[src/rtl/sc_update_queue_if.sv]
// sc_update_queue_if: commit-side update requests in, SC table writes out.
interface sc_update_queue_if #(
    parameter int DEPTH     = 4,
    parameter int IDX_WIDTH = 8,
    parameter int CTR_WIDTH = 6,
    parameter int SLOT_NUM  = 2
);
    logic                          in_valid;
    logic                          in_ready;
    logic [IDX_WIDTH-1:0]          in_idx;
    logic [SLOT_NUM-1:0]           in_slot_en;
    logic [SLOT_NUM-1:0]           in_taken;
    logic [SLOT_NUM*CTR_WIDTH-1:0] in_ctr;
    logic                          out_valid;
    logic                          out_ready;
    logic [IDX_WIDTH-1:0]          out_idx;
    logic [SLOT_NUM*CTR_WIDTH-1:0] out_ctr;
    logic [SLOT_NUM-1:0]           out_slot_en;
    logic [$clog2(DEPTH):0]        count;

    modport master (
        output in_valid, in_idx, in_slot_en, in_taken, in_ctr, out_ready,
        input  in_ready, out_valid, out_idx, out_ctr, out_slot_en, count
    );
    modport slave (
        input  in_valid, in_idx, in_slot_en, in_taken, in_ctr, out_ready,
        output in_ready, out_valid, out_idx, out_ctr, out_slot_en, count
    );
endinterface

[src/rtl/sc_update_queue.sv]
// sc_update_queue: FIFO of SC counter updates with youngest-match forwarding
// so back-to-back updates to one index accumulate before reaching the table.
module sc_update_queue #(
    parameter int DEPTH     = 4,
    parameter int IDX_WIDTH = 8,
    parameter int CTR_WIDTH = 6,
    parameter int SLOT_NUM  = 2
) (
    input logic              clk,
    input logic              rst,
    sc_update_queue_if.slave q
);
    localparam int PW = $clog2(DEPTH);
    localparam int CW = PW + 1;
    localparam int DW = SLOT_NUM * CTR_WIDTH;
    typedef logic signed [CTR_WIDTH-1:0] ctr_t;
    localparam ctr_t CMAX = {1'b0, {(CTR_WIDTH-1){1'b1}}};
    localparam ctr_t CMIN = {1'b1, {(CTR_WIDTH-1){1'b0}}};

    logic [IDX_WIDTH-1:0] idx_q [DEPTH];
    logic [IDX_WIDTH-1:0] idx_d [DEPTH];
    logic [DW-1:0]        ctr_q [DEPTH];
    logic [DW-1:0]        ctr_d [DEPTH];
    logic [SLOT_NUM-1:0]  en_q  [DEPTH];
    logic [SLOT_NUM-1:0]  en_d  [DEPTH];
    logic [PW-1:0]        head_q, head_d, tail_q, tail_d;
    logic [CW-1:0]        count_q, count_d;
    logic                 enq, deq;
    logic [DW-1:0]        base_ctr, new_ctr;
    logic [SLOT_NUM-1:0]  base_en;
    ctr_t                 b;

    assign q.in_ready    = count_q < CW'(DEPTH);
    assign q.out_valid   = count_q != '0;
    assign q.out_idx     = idx_q[head_q];
    assign q.out_ctr     = ctr_q[head_q];
    assign q.out_slot_en = en_q[head_q];
    assign q.count       = count_q;

    always_comb begin
        enq      = q.in_valid && q.in_ready && |q.in_slot_en;
        deq      = q.out_valid && q.out_ready;
        base_ctr = q.in_ctr;
        base_en  = '0;
        b        = '0;
        new_ctr  = '0;
        // Scan oldest to youngest so the last hit is the most recent entry.
        for (int k = 0; k < DEPTH; k++)
            if (CW'(k) < count_q && idx_q[head_q + PW'(k)] == q.in_idx) begin
                base_ctr = ctr_q[head_q + PW'(k)];
                base_en  = en_q[head_q + PW'(k)];
            end
        for (int i = 0; i < SLOT_NUM; i++) begin
            b = base_ctr[i*CTR_WIDTH +: CTR_WIDTH];
            new_ctr[i*CTR_WIDTH +: CTR_WIDTH] = !q.in_slot_en[i] ? b :
                q.in_taken[i] ? (b == CMAX ? b : b + ctr_t'(1)) :
                                (b == CMIN ? b : b - ctr_t'(1));
        end
        idx_d = idx_q;
        ctr_d = ctr_q;
        en_d  = en_q;
        if (enq) begin
            idx_d[tail_q] = q.in_idx;
            ctr_d[tail_q] = new_ctr;
            en_d[tail_q]  = q.in_slot_en | base_en;
        end
        head_d  = head_q + PW'(deq);
        tail_d  = tail_q + PW'(enq);
        count_d = count_q + CW'(enq) - CW'(deq);
    end

    always_ff @(posedge clk) begin
        idx_q <= idx_d;
        ctr_q <= ctr_d;
        en_q  <= en_d;
    end

    always_ff @(posedge clk or posedge rst) begin
        if (rst) begin
            head_q  <= '0;
            tail_q  <= '0;
            count_q <= '0;
        end else begin
            head_q  <= head_d;
            tail_q  <= tail_d;
            count_q <= count_d;
        end
    end
endmodule

[src/flat_wrapper.sv]
// flat-port wrapper written by rule: the top's interface ports become plain ports
module sc_update_queue_flat 
#(
    parameter int DEPTH     = 4,
    parameter int IDX_WIDTH = 8,
    parameter int CTR_WIDTH = 6,
    parameter int SLOT_NUM  = 2
)
  (clk, rst, q_in_valid, q_in_idx, q_in_slot_en, q_in_taken, q_in_ctr, q_out_ready, q_in_ready, q_out_valid, q_out_idx, q_out_ctr, q_out_slot_en, q_count);
  sc_update_queue_if #(.DEPTH(DEPTH), .IDX_WIDTH(IDX_WIDTH), .CTR_WIDTH(CTR_WIDTH), .SLOT_NUM(SLOT_NUM)) q_i ();
  input logic clk;
  input logic rst;
  input wire logic [$bits(q_i.in_valid)-1:0] q_in_valid;
  input wire logic [$bits(q_i.in_idx)-1:0] q_in_idx;
  input wire logic [$bits(q_i.in_slot_en)-1:0] q_in_slot_en;
  input wire logic [$bits(q_i.in_taken)-1:0] q_in_taken;
  input wire logic [$bits(q_i.in_ctr)-1:0] q_in_ctr;
  input wire logic [$bits(q_i.out_ready)-1:0] q_out_ready;
  output wire logic [$bits(q_i.in_ready)-1:0] q_in_ready;
  output wire logic [$bits(q_i.out_valid)-1:0] q_out_valid;
  output wire logic [$bits(q_i.out_idx)-1:0] q_out_idx;
  output wire logic [$bits(q_i.out_ctr)-1:0] q_out_ctr;
  output wire logic [$bits(q_i.out_slot_en)-1:0] q_out_slot_en;
  output wire logic [$bits(q_i.count)-1:0] q_count;
  assign q_i.in_valid = q_in_valid;
  assign q_i.in_idx = q_in_idx;
  assign q_i.in_slot_en = q_in_slot_en;
  assign q_i.in_taken = q_in_taken;
  assign q_i.in_ctr = q_in_ctr;
  assign q_i.out_ready = q_out_ready;
  assign q_in_ready = q_i.in_ready;
  assign q_out_valid = q_i.out_valid;
  assign q_out_idx = q_i.out_idx;
  assign q_out_ctr = q_i.out_ctr;
  assign q_out_slot_en = q_i.out_slot_en;
  assign q_count = q_i.count;
  sc_update_queue #(.DEPTH(DEPTH), .IDX_WIDTH(IDX_WIDTH), .CTR_WIDTH(CTR_WIDTH), .SLOT_NUM(SLOT_NUM)) u_core (.clk(clk), .rst(rst), .q(q_i));
endmodule
[config.mk]
export PLATFORM = sky130hd
export DESIGN_NAME = sc_update_queue_flat
export DESIGN_NICKNAME = d
export VERILOG_FILES = /design/src/rtl/sc_update_queue_if.sv /design/src/rtl/sc_update_queue.sv /design/src/flat_wrapper.sv
export SDC_FILE = /design/constraint.sdc
export NUM_CORES = 1
export LEC_CHECK = 0
export BUFFER_PORTS_ARGS = -buffer_cell sky130_fd_sc_hd__buf_2
export CAP_MARGIN = 10
export CORE_UTILIZATION = 35
export CTS_CLUSTER_DIAMETER = 40
export DETAILED_ROUTE_END_ITERATION = 10
export PLACE_DENSITY = 0.51
export SLEW_MARGIN = 20
export SYNTH_ARGS = -nofsm -noshare
export SYNTH_HDL_FRONTEND = slang
export SYNTH_SLANG_ARGS = --single-unit
[constraint.sdc]
create_clock -name clk -period 11.5 [get_ports clk]
set_input_delay 2.3 -clock clk [delete_from_list [all_inputs] [get_ports clk]]
set_output_delay 2.3 -clock clk [all_outputs]
set_load 0.02 [all_outputs]
Yosys cells after proc, flatten, opt, wreduce, memory -nomap -nowiden
Cells that the tools add are included.

storage, ports and cells
  register bits after elaboration = 95

operators by class
  equal/unequal tests = 8
  reduce and logical (&&, ||, !) cells = 10
  bitwise gates (word level) = 6
  add/sub/neg operators = 11
  $lt $le $gt $ge = 11
  multiplexer cells = 61

operators with widths
  kind                                                                 number
  12-bit two-way mux                                                   13
  12-bit binary-select mux with 2-bit select                           4
  8-bit two-way mux                                                    9
  8-bit binary-select mux with 2-bit select                            4
  48-bit bitwise mux                                                   1
  6-bit two-way mux                                                    8
  32-bit bitwise mux                                                   1
  8-bit equality test                                                  4
  2-bit two-way mux                                                    13
  12-bit demux with 2-bit select                                       1
  6-bit equality test, second input constant                           4
  2-bit binary-select mux with 2-bit select                            4
  8-bit demux with 2-bit select                                        1
  3-bit greater-or-equal comparator, second input constant             5
  2-bit NOT with 3-bit output                                          5
  6-bit by 2-bit adder with 6-bit output, second input constant        2
  6-bit by 2-bit subtractor with 6-bit output, second input constant   2
  8-bit bitwise mux                                                    1
  1-bit logical AND                                                    8
  1-bit by 3-bit < comparator with 1-bit output, first input constant  2
  2-bit by 3-bit < comparator with 1-bit output, first input constant  2
  2-bit by 1-bit adder with 2-bit output                               2
  2-bit adder, second input constant                                   2
  2-bit demux with 2-bit select                                        1
  8 further kinds                                                      8

Logic depth before layout (Yosys ltp)
Gate-level depths: netlist of the first run.

  word-level depth = 15
  mapped depth = 19
  gate-level depth less buffers = 14

Least setup slack after synthesis of the first run
No wires, ideal clock.

  path type = input to register
  from = input q_in_idx[2]
  to = register u_core.ctr_q[13] (netlist bit), data pin
  library setup time = 275 ps
  slack = 5787 ps
  path buffers = 3
  stages = 15
  required time = 11225 ps
  arrival = 5438 ps
  cell sequence = clkbuf_1 -> xor2_1 -> or4_4 -> or3_4 -> buf_6 -> buf_4 -> a211oi_2 -> nor3_1 -> a2bb2oi_2 -> inv_1 -> ha_1 -> o221ai_2 -> nor3_2 -> mux2i_1 -> a2111o_1

between the ends
  longest elaborated chain between the ends = 11
  elaborated cells on any way between the ends = 21

ends and longest elaborated chain
  element                                                                    line                                          source
  start: declaration                                                         flat_wrapper.sv:14                            input wire logic [$bits(q_i.in_idx)-1:0] q_in_idx;
  8-bit equality test                                                        sc_update_queue.sv:49                         if (CW'(k) < count_q && idx_q[head_q + PW'(k)] == q.in_idx) begin
  1-bit logical AND                                                          sc_update_queue.sv:49
  12-bit two-way mux (3 in a row)                                            sc_update_queue.sv:49
  12-bit two-way mux *                                                       sc_update_queue.sv:49
  6-bit by 2-bit subtractor with 6-bit output, or another cell as far along  sc_update_queue.sv:57                         (b == CMIN ? b : b - ctr_t'(1));
  6-bit two-way mux (on tied branches)                                       sc_update_queue.sv:57, sc_update_queue.sv:56
  6-bit two-way mux                                                          sc_update_queue.sv:56                         q.in_taken[i] ? (b == CMAX ? b : b + ctr_t'(1)) :
  6-bit two-way mux *                                                        sc_update_queue.sv:55                         new_ctr[i*CTR_WIDTH +: CTR_WIDTH] = !q.in_slot_en[i] ? b :
  net u_core.new_ctr[1]                                                      sc_update_queue.sv:29                         logic [DW-1:0] base_ctr, new_ctr;
  48-bit bitwise mux *                                                       sc_update_queue.sv:64                         ctr_d[tail_q] = new_ctr;
  end signal: assignment                                                     sc_update_queue.sv:74                         ctr_q <= ctr_d;
  end: declaration                                                           sc_update_queue.sv:22                         logic [DW-1:0] ctr_q [DEPTH];

Mark *: on every way through the listed nets, which the timed path passes. The rest lies on a longest branch.
A chain may end at the register's enable or synchronous reset.

Worst setup path in the final report of the first run
  from = input q_in_idx[1]
  to = register u_core.ctr_q[25] (netlist bit), data pin

Same word-level chain as after synthesis.

==> metrics.csv, run 1 <==
metric,value,unit
Leak,2.65,nW
clk buf depth,2,
fraction of layout instances using a drive strength above 1,26.9,%
CP most frequent cell,nor3_1,
Netlist cell types,79,
status,completed,
synthesized cell area,0.00695,mm^2
fin crit share,50.6,%
Die Span Y,143,um
Die Wd,143,um
vias,5117,
average cell area after synthesis,11.8,um^2
Post-CTS Setup Bufs,0,
Synth Area in XOR/XNOR,4.92,%
H-tree levels,3,
"CP delay by family, top",compound AO/OA/AOI/OAI gates,
Post-Syn Instances,587,
Simple-Gate Fraction of Synth Area,11.2,%
Ports,55,
Net Sw Frac,41.4,%
DP HPWL,12800,um
Placed Instances,869,
drt wl/cell,20.3,um
Post-CTS Resized,0,
fin area,0.00768,mm^2
crit path capture type,flop,
Detailed Routing Iterations Pass 1,5,
hold_sp,u_core.tail_q[1]$_DFF_PP0_,
WP depth,12,
switching power,705,uW
core area,0.0195,mm^2
final cell count without fillers,885,
Post-DP Area,0.00740,mm^2
setup TNS,0,ns
Crit Path Max Fanout,12,
"Hold Vio Cnt, Final",0,
Post-Synth Adder-Cell Area,2.45,%
"EDFF count, synth",88,
Starting Density,35.7,%
mux share of post-synthesis cell area,23.2,%
CP arrival,5.90,ns
Worst R2R Path Depth,14,
post-synthesis compound-gate area fraction,13.5,%
crit path from,q_in_idx[1],
hold_buf cts,0,
row cnt,51,
Crit path required time,11.58,ns
Hold WS,0.604,ns
CTS Buf Count,9,
vias per cell,5.78,
type of the most critical hold path,reg -> reg,
DRT iter0 DRCs,311,
"Clk pin slew, worst setup/hold paths",0.06,ns
max frequency,0.172,GHz
clock root buffer,clkbuf_16,
initial antenna violation count,1,
logic gate share of total power,52.8,%
WS Path Type,in -> reg,
Setup WS pre-CTS,5.33,ns
n_diodes,0,
maximum VDD drop,0.111,mV
CTS tree,built,
"Top FF cell, synth",edfxtp_1,
slew margin rel.,28.7,%
post-synthesis register bit count,95,
DRC,0,
grt ovf,0,
maxcap violations,0,
register area share after synthesis,40.6,%
Finish-stage setup viols,0,
CP max stage cell,o21ai_1,
die area,0.0204,mm^2
Final Routed Wirelength,18000,um
internal power,999,uW
WHS Path Cells,1,
slowest cell delay on critical path,0.63,ns
input/output buffers,54,
reg2reg start,u_core.head_q[1]$_DFF_PP0_,
worst path bufs/invs,1,
Async SR Flop Fraction,7.37,%
minimum clock period,5.82,ns
Yosys warning count,0,
vias in the first global route,5086,
# clock sinks,95,
Pwr Density,222,mW/mm^2
Final ANT Viol Nets,0,
worst-path cell chain,"buf_2, xnor2_1, nor3_1, o21ai_1, nor2_1, nor3_1, a2bb2oi_2, ha_1, and3_1, nand4_2, nor4b_1, a2111o_1",
final worst slack,5.68,ns
final net count,656,
Slew Limit Fails,0,
first-pass GRT wire length,28200,um
RSZ-0062 raised after global routing,no,
Clk network pwr share,17.2,%
Slew @ Worst Pin,1.07,ns
syn_nets,628,
area grow syn2layout,10.6,%
largest net degree at the start of global routing,91,
Clock Latency Late Sink,0.36,ns
CP startpoint kind,primary input,
largest family of logic cells by synthesized area,multiplexers,
All-Layer GR Usage,18.5,%
Reg power frac,30.0,%
Worst Skew,0.00887,ns
GP Congestion,0.831,
==> placed cells by master, fill, tap and decap left out, drive strengths merged, types with 20 or more instances in the layout <==
master,n
mux4,48
nand2,35
inv,20
mux2i,34
buf,59
nor2,42
o21ai,28
edfxtp,88
xnor2,28
a21oi,27
==> worst paths after layout <==
| kind | end | slack, ns |
|---|---|---|
| min in group asynchronous | u_core.q.count[0]$_DFF_PP0_ | 1.87 |
| hold / removal | u_core.tail_q[1]$_DFF_PP0_ | 0.60 |
| setup reg to reg | u_core.ctr_q[15]$_DFFE_PP_ | 5.80 |
| max in group asynchronous | u_core.head_q[0]$_DFF_PP0_ | 9.39 |
| setup / recovery | u_core.ctr_q[25]$_DFFE_PP_ | 5.68 |
| hold reg to reg | u_core.tail_q[1]$_DFF_PP0_ | 0.60 |
==> cells in the mapped netlist (all sizes together) (4+ instances only) <==
cell type  count  share of area [%]
clkbuf        18               0.97
a21oi         27                2.0
o21ai         28                2.0
nor3          18                1.5
mux2          17                2.8
buf           24                2.0
ha            12                2.2
or3           10               0.97
or2            4               0.36
edfxtp        88                 38
inv           20                1.1
nand4          7               0.72
mux4          48                 16
a22o           4               0.50
nor2          42                2.4
a211oi        12                1.5
xor2          11                1.4
a31oi          6               0.76
o2111ai        4               0.50
nand3         16                1.2
mux2i         34                4.9
xnor2         28                3.5
and3           7               0.63
nand2         35                1.9
o311ai         4               0.50
dfrtp          7                2.5
==> registers in the layout, indices dropped and copies added, names as in the netlist <==
| signal | count |
|---|---|
| u_core.tail_q | 2 |
| u_core.head_q | 2 |
| u_core.q.count | 3 |
| u_core.en_q | 8 |
| u_core.ctr_q | 48 |
| u_core.idx_q | 32 |
==> logic make-up after synthesis <==
family / count (synthesis)
muxes: 99
adders and majority gates: 13
buffers and inverters: 62
DFF: 95
and+or+nand+nor: 153
AOI/OAI and AO/OA: 126
xor gates and xnor gates: 39
==> power groups by stage <==
stage	clock network [mW]	registers, mW	logic (mW)
after floorplan	0	0.475	0.740
final	0.293	0.511	0.900
after CTS	0.300	0.512	0.911
after global placement	0	0.515	0.897
after global routing	0.312	0.524	0.977
after detailed placement	0	0.520	0.908
==> area by class of cell <==
cell class	count	area [um^2]
Multi-Input combinational cell	430	3860
Inverter	20	75.1
Fill cell	1895	11800
Sequential cell	95	2830
Tap cell	265	332
Clock buffer	14	244
Timing Repair Buffer	59	308
Clock inverter	2	35.0
==> per-stage QoR <==
step | util (%) | total power [mW]
2_1_floorplan | - | 1.22
5_1_grt | 39.5 | 1.81
4_1_cts | 39.5 | 1.72
3_3_place_gp | 38.0 | 1.41
6_report | 39.5 | 1.70
3_5_place_dp | 38.0 | 1.43
==> metal layers <==
layer  global-route usage [%]  share of wire (%)
met2                     31.7                 49
met1                     23.5                 44
met4                     5.43                1.7
met3                     3.86                5.0
met5                        0                  0
(Power assumes the default switching activity.)
==> run 2, diff against run 1 <==
--- a/config.mk
+++ b/config.mk
@@ -5,12 +5,13 @@
 export SDC_FILE = /design/constraint.sdc
 export NUM_CORES = 1
 export LEC_CHECK = 0
+export ABC_AREA = 1
 export BUFFER_PORTS_ARGS = -buffer_cell sky130_fd_sc_hd__buf_2
 export CAP_MARGIN = 10
 export CORE_UTILIZATION = 35
 export CTS_CLUSTER_DIAMETER = 40
 export DETAILED_ROUTE_END_ITERATION = 10
-export PLACE_DENSITY = 0.51
+export PLACE_DENSITY = 0.53
 export SLEW_MARGIN = 20
 export SYNTH_ARGS = -nofsm -noshare
 export SYNTH_HDL_FRONTEND = slang
==> constraint.sdc (replaced) <==
create_clock -name clk -period 5.2 [get_ports clk]
set_input_delay 1.04 -clock clk [delete_from_list [all_inputs] [get_ports clk]]
set_output_delay 1.04 -clock clk [all_outputs]
set_load 0.02 [all_outputs]
==> run 2 against run 1 <==
  * Area after synthesis rose by 7.8%
  * First-iteration DRC count rose by 84%
  * Final area rose by 8.2%
  * Hold slack got worse by 0.048 ns
  * Register-to-register slack got worse by 4.9 ns
  * Total power rose to 2.7 times the previous value
  * Combinational power rose to 3.0 times the previous value
  * Routed wire length rose by 18%
==> metrics.csv, run 2 <==
metric,value,unit,change
grt ovf,0,,unchanged
max FFs per register,48,,unchanged
RSZ-0062 raised after global routing,no,,unchanged
Ports,55,,unchanged
clk buf depth,2,,unchanged
"Hold Vio Cnt, Final",0,,unchanged
register area share after synthesis,37.6,%,was 40.6%
row cnt,53,,was 51
Detailed Routing Iterations Pass 1,5,,unchanged
Reg power frac,24.6,%,was 30.0%
top-count cell post-synth,nand2_1,,was edfxtp_1
Post-Syn Instances,1072,,was 587
WS Path Type,reg -> reg,,was in -> reg
fin crit share,83.2,%,
DRT iter0 DRCs,571,,was 311
Net Sw Frac,51.8,%,was 41.4%
reg2reg start,u_core.head_q[0]$_DFF_PP0_,,was u_core.head_q[1]$_DFF_PP0_
slew margin rel.,46.0,%,was 28.7%
switching power,2.35,mW,was 705 uW
maximum VDD drop,0.300,mV,was 0.111 mV
share of the synthesized area in the top cell type,35.3,%,was 38.0%
# clock sinks,95,,unchanged
DP HPWL,15300,um,was 12800 um
hold_sp,u_core.tail_q[1]$_DFF_PP0_,,unchanged
Leak,4.00,nW,was 2.65 nW
sequential cell area,0.00282,mm^2,was 0.00283 mm^2
CP startpoint kind,flop,,was primary input
first-pass GRT wire length,33400,um,was 28200 um
syn_nets,1113,,was 628
CTS tree,built,,unchanged
largest area contributor in the netlist,edfxtp_1,,unchanged
area grow syn2layout,11.0,%,was 10.6%
vias in the first global route,6134,,was 5086
fraction of layout instances using a drive strength above 1,11.7,%,was 26.9%
# fillers,2217,,was 1895
CTS Buf Count,9,,unchanged
Post-CTS Resized,0,,unchanged
core area,0.0210,mm^2,was 0.0195 mm^2
GP Congestion,0.841,,was 0.831
Die Wd,148,um,was 143 um
Slew Limit Fails,0,,unchanged
Post-CTS Setup Bufs,0,,unchanged
Final Routed Wirelength,21200,um,was 18000 um
internal power,2.18,mW,was 999 uW
vias,6908,,was 5117
Starting Density,35.6,%,was 35.7%
Worst Skew,0.0102,ns,was 0.00887 ns
status,completed,,unchanged
Final ANT Viol Nets,0,,unchanged
crit path from,u_core.head_q[0]$_DFF_PP0_,,was q_in_idx[1]
total design power,4.53,mW,was 1.70 mW
"Top FF cell, synth",edfxtp_1,,unchanged
most frequent cells in the layout,"nand2_1, inv_1, nand3_1",,"was edfxtp_1, buf_2, mux4_2"
n_diodes,0,,unchanged
minimum clock period,4.33,ns,
input/output buffers,54,,unchanged
Slew @ Worst Pin,0.800,ns,was 1.07 ns
"Clk pin slew, worst setup/hold paths",0.07,ns,was 0.06 ns
r2r setup slk,0.87,ns,was 5.80 ns
r2r endpoint,u_core.ctr_q[25]$_DFFE_PP_,,was u_core.ctr_q[15]$_DFFE_PP_
Multi-input gate area,0.00393,mm^2,was 0.00386 mm^2
Pwr Density,545,mW/mm^2,was 222 mW/mm^2
Die Span Y,148,um,was 143 um
final net count,1152,,was 656
Yosys warning count,0,,unchanged
DRC,0,,unchanged
Worst R2R Path Depth,21,,was 14
setup TNS,0,ns,unchanged
post-synthesis register bit count,95,,unchanged
Clk network pwr share,15.4,%,was 17.2%
CP arrival,4.48,ns,was 5.90 ns
Finish-stage setup viols,0,,unchanged
die area,0.0220,mm^2,was 0.0204 mm^2
H-tree levels,3,,unchanged
Largest Register,u_core.ctr_q,,unchanged
WHS Path Cells,1,,unchanged
largest net degree at the start of global routing,65,,was 91
Hold Path End,u_core.tail_q[1]$_DFF_PP0_,,unchanged
logic gate share of total power,60.0,%,was 52.8%
hold_buf cts,0,,unchanged
Clock Latency Late Sink,0.36,ns,about the same
"EDFF count, synth",88,,unchanged
initial antenna violation count,0,,was 1
Async SR Flop Fraction,7.37,%,unchanged
Crit path required time,5.35,ns,was 11.58 ns
average cell area after synthesis,6.99,um^2,was 11.8 um^2
"most common cell after layout, fill and taps aside",nand2_1,,was edfxtp_1
max frequency,0.231,GHz,
clock root buffer,clkbuf_16,,unchanged
All-Layer GR Usage,19.9,%,was 18.5%
type of the most critical hold path,reg -> reg,,unchanged
drt wl/cell,15.2,um,was 20.3 um
vias per cell,4.97,,was 5.78
crit path capture type,flop,,unchanged
"top cells by count, synth","nand2_1, inv_1, nand3_1",,"was edfxtp_1, mux4_2, nor2_1"
Crit Path Max Fanout,48,,was 12
synthesized cell area,0.00749,mm^2,was 0.00695 mm^2
dominant cells by area after synthesis,"edfxtp_1, nand2_1, nand3_1",,"was edfxtp_1, mux4_2, mux2i_1"
Netlist cell types,38,,was 79
maxcap violations,0,,unchanged
biggest regs,"u_core.ctr_q x48, u_core.idx_q x32, u_core.en_q x8",,unchanged
-- run 2: worst max path at each step --
stage	end	slack [ns]	cells after the start
floorplan	u_core.ctr_q[12]$_DFFE_PP_	1.53	5
global placement	u_core.ctr_q[21]$_DFFE_PP_	0.98	20
detailed placement	u_core.ctr_q[25]$_DFFE_PP_	0.93	20
CTS	u_core.ctr_q[1]$_DFFE_PP_	0.91	20
global route	u_core.ctr_q[42]$_DFFE_PP_	0.46	19
finish	u_core.ctr_q[25]$_DFFE_PP_	0.87	21
-- run 2: power groups by stage --
stage	sequential [mW]	clock, mW	combinational, mW
final	1.12	0.698	2.72
after global routing	1.14	0.735	3.07
after CTS	1.12	0.708	2.73
after detailed placement	1.13	0	2.72
after global placement	1.13	0	2.71
after floorplan	1.06	0	2.10
-- run 2: metrics by stage --
step | hold slack, ns | instance area (um^2) | utilization, % | std cells | setup WS, ns
after floorplan | 0.483 | 7490 | - | 1072 | 1.53
after global placement | 0.540 | 8010 | 38.1 | 1375 | 0.984
after detailed placement | 0.550 | 8010 | 38.1 | 1375 | 0.930
after CTS | 0.561 | 8310 | 39.5 | 1391 | 0.914
after global routing | 0.618 | 8310 | 39.5 | 1391 | 0.459
final | 0.556 | 8310 | 39.5 | 1391 | 0.872
-- run 2: cell type report --
type / instances / area share, %
Multi-Input combinational cell: 798 / 47.3
Sequential cell: 95 / 33.9
Inverter: 133 / 6.01
Timing Repair Buffer: 74 / 5.06
Tap cell: 275 / 4.14
Clock buffer: 10 / 2.75
Clock inverter: 6 / 0.843
-- run 2: kinds of logic (layout without fill, tap and decap cells) --
family	Yosys count	in the layout	share of synthesized area [%]
xor gates and xnor gates	20	20	2.34
DFF	95	95	37.6
and+or+nand+nor	621	621	35.0
AOI/OAI and AO/OA	120	120	9.32
muxes	24	24	3.21
adders and majority gates	13	13	2.27
buffers and inverters	179	223	10.2
-- run 2: layer usage --
layer / track usage, % / routed length, um / up-vias
met2: 31.4 / 9570 / 159
met5: 0 / 0 / -
met3: 1.87 / 886 / 20
li1: - / - / 3553
met1: 28.5 / 10400 / 3176
met4: 6.60 / 351 / 0
-- run 2: worst max-delay path, cell delays in order, from the launching register on --
cell     delay (ns)
dfrtp_4        0.79
inv_2          0.26
nand2_1        0.14
nand2_2        0.19
buf_4          0.27
nand2_1        0.08
nand3_1        0.06
nand2_1        0.07
nand2_1        0.08
nor2_4         0.24
nand3_4        0.09
buf_4          0.22
nand3_1        0.10
nand3_1        0.10
a21oi_2        0.38
ha_1           0.22
inv_1          0.04
nor2_1         0.12
nand3_2        0.11
nand2_2        0.12
a21oi_1        0.10
o21ai_1        0.29
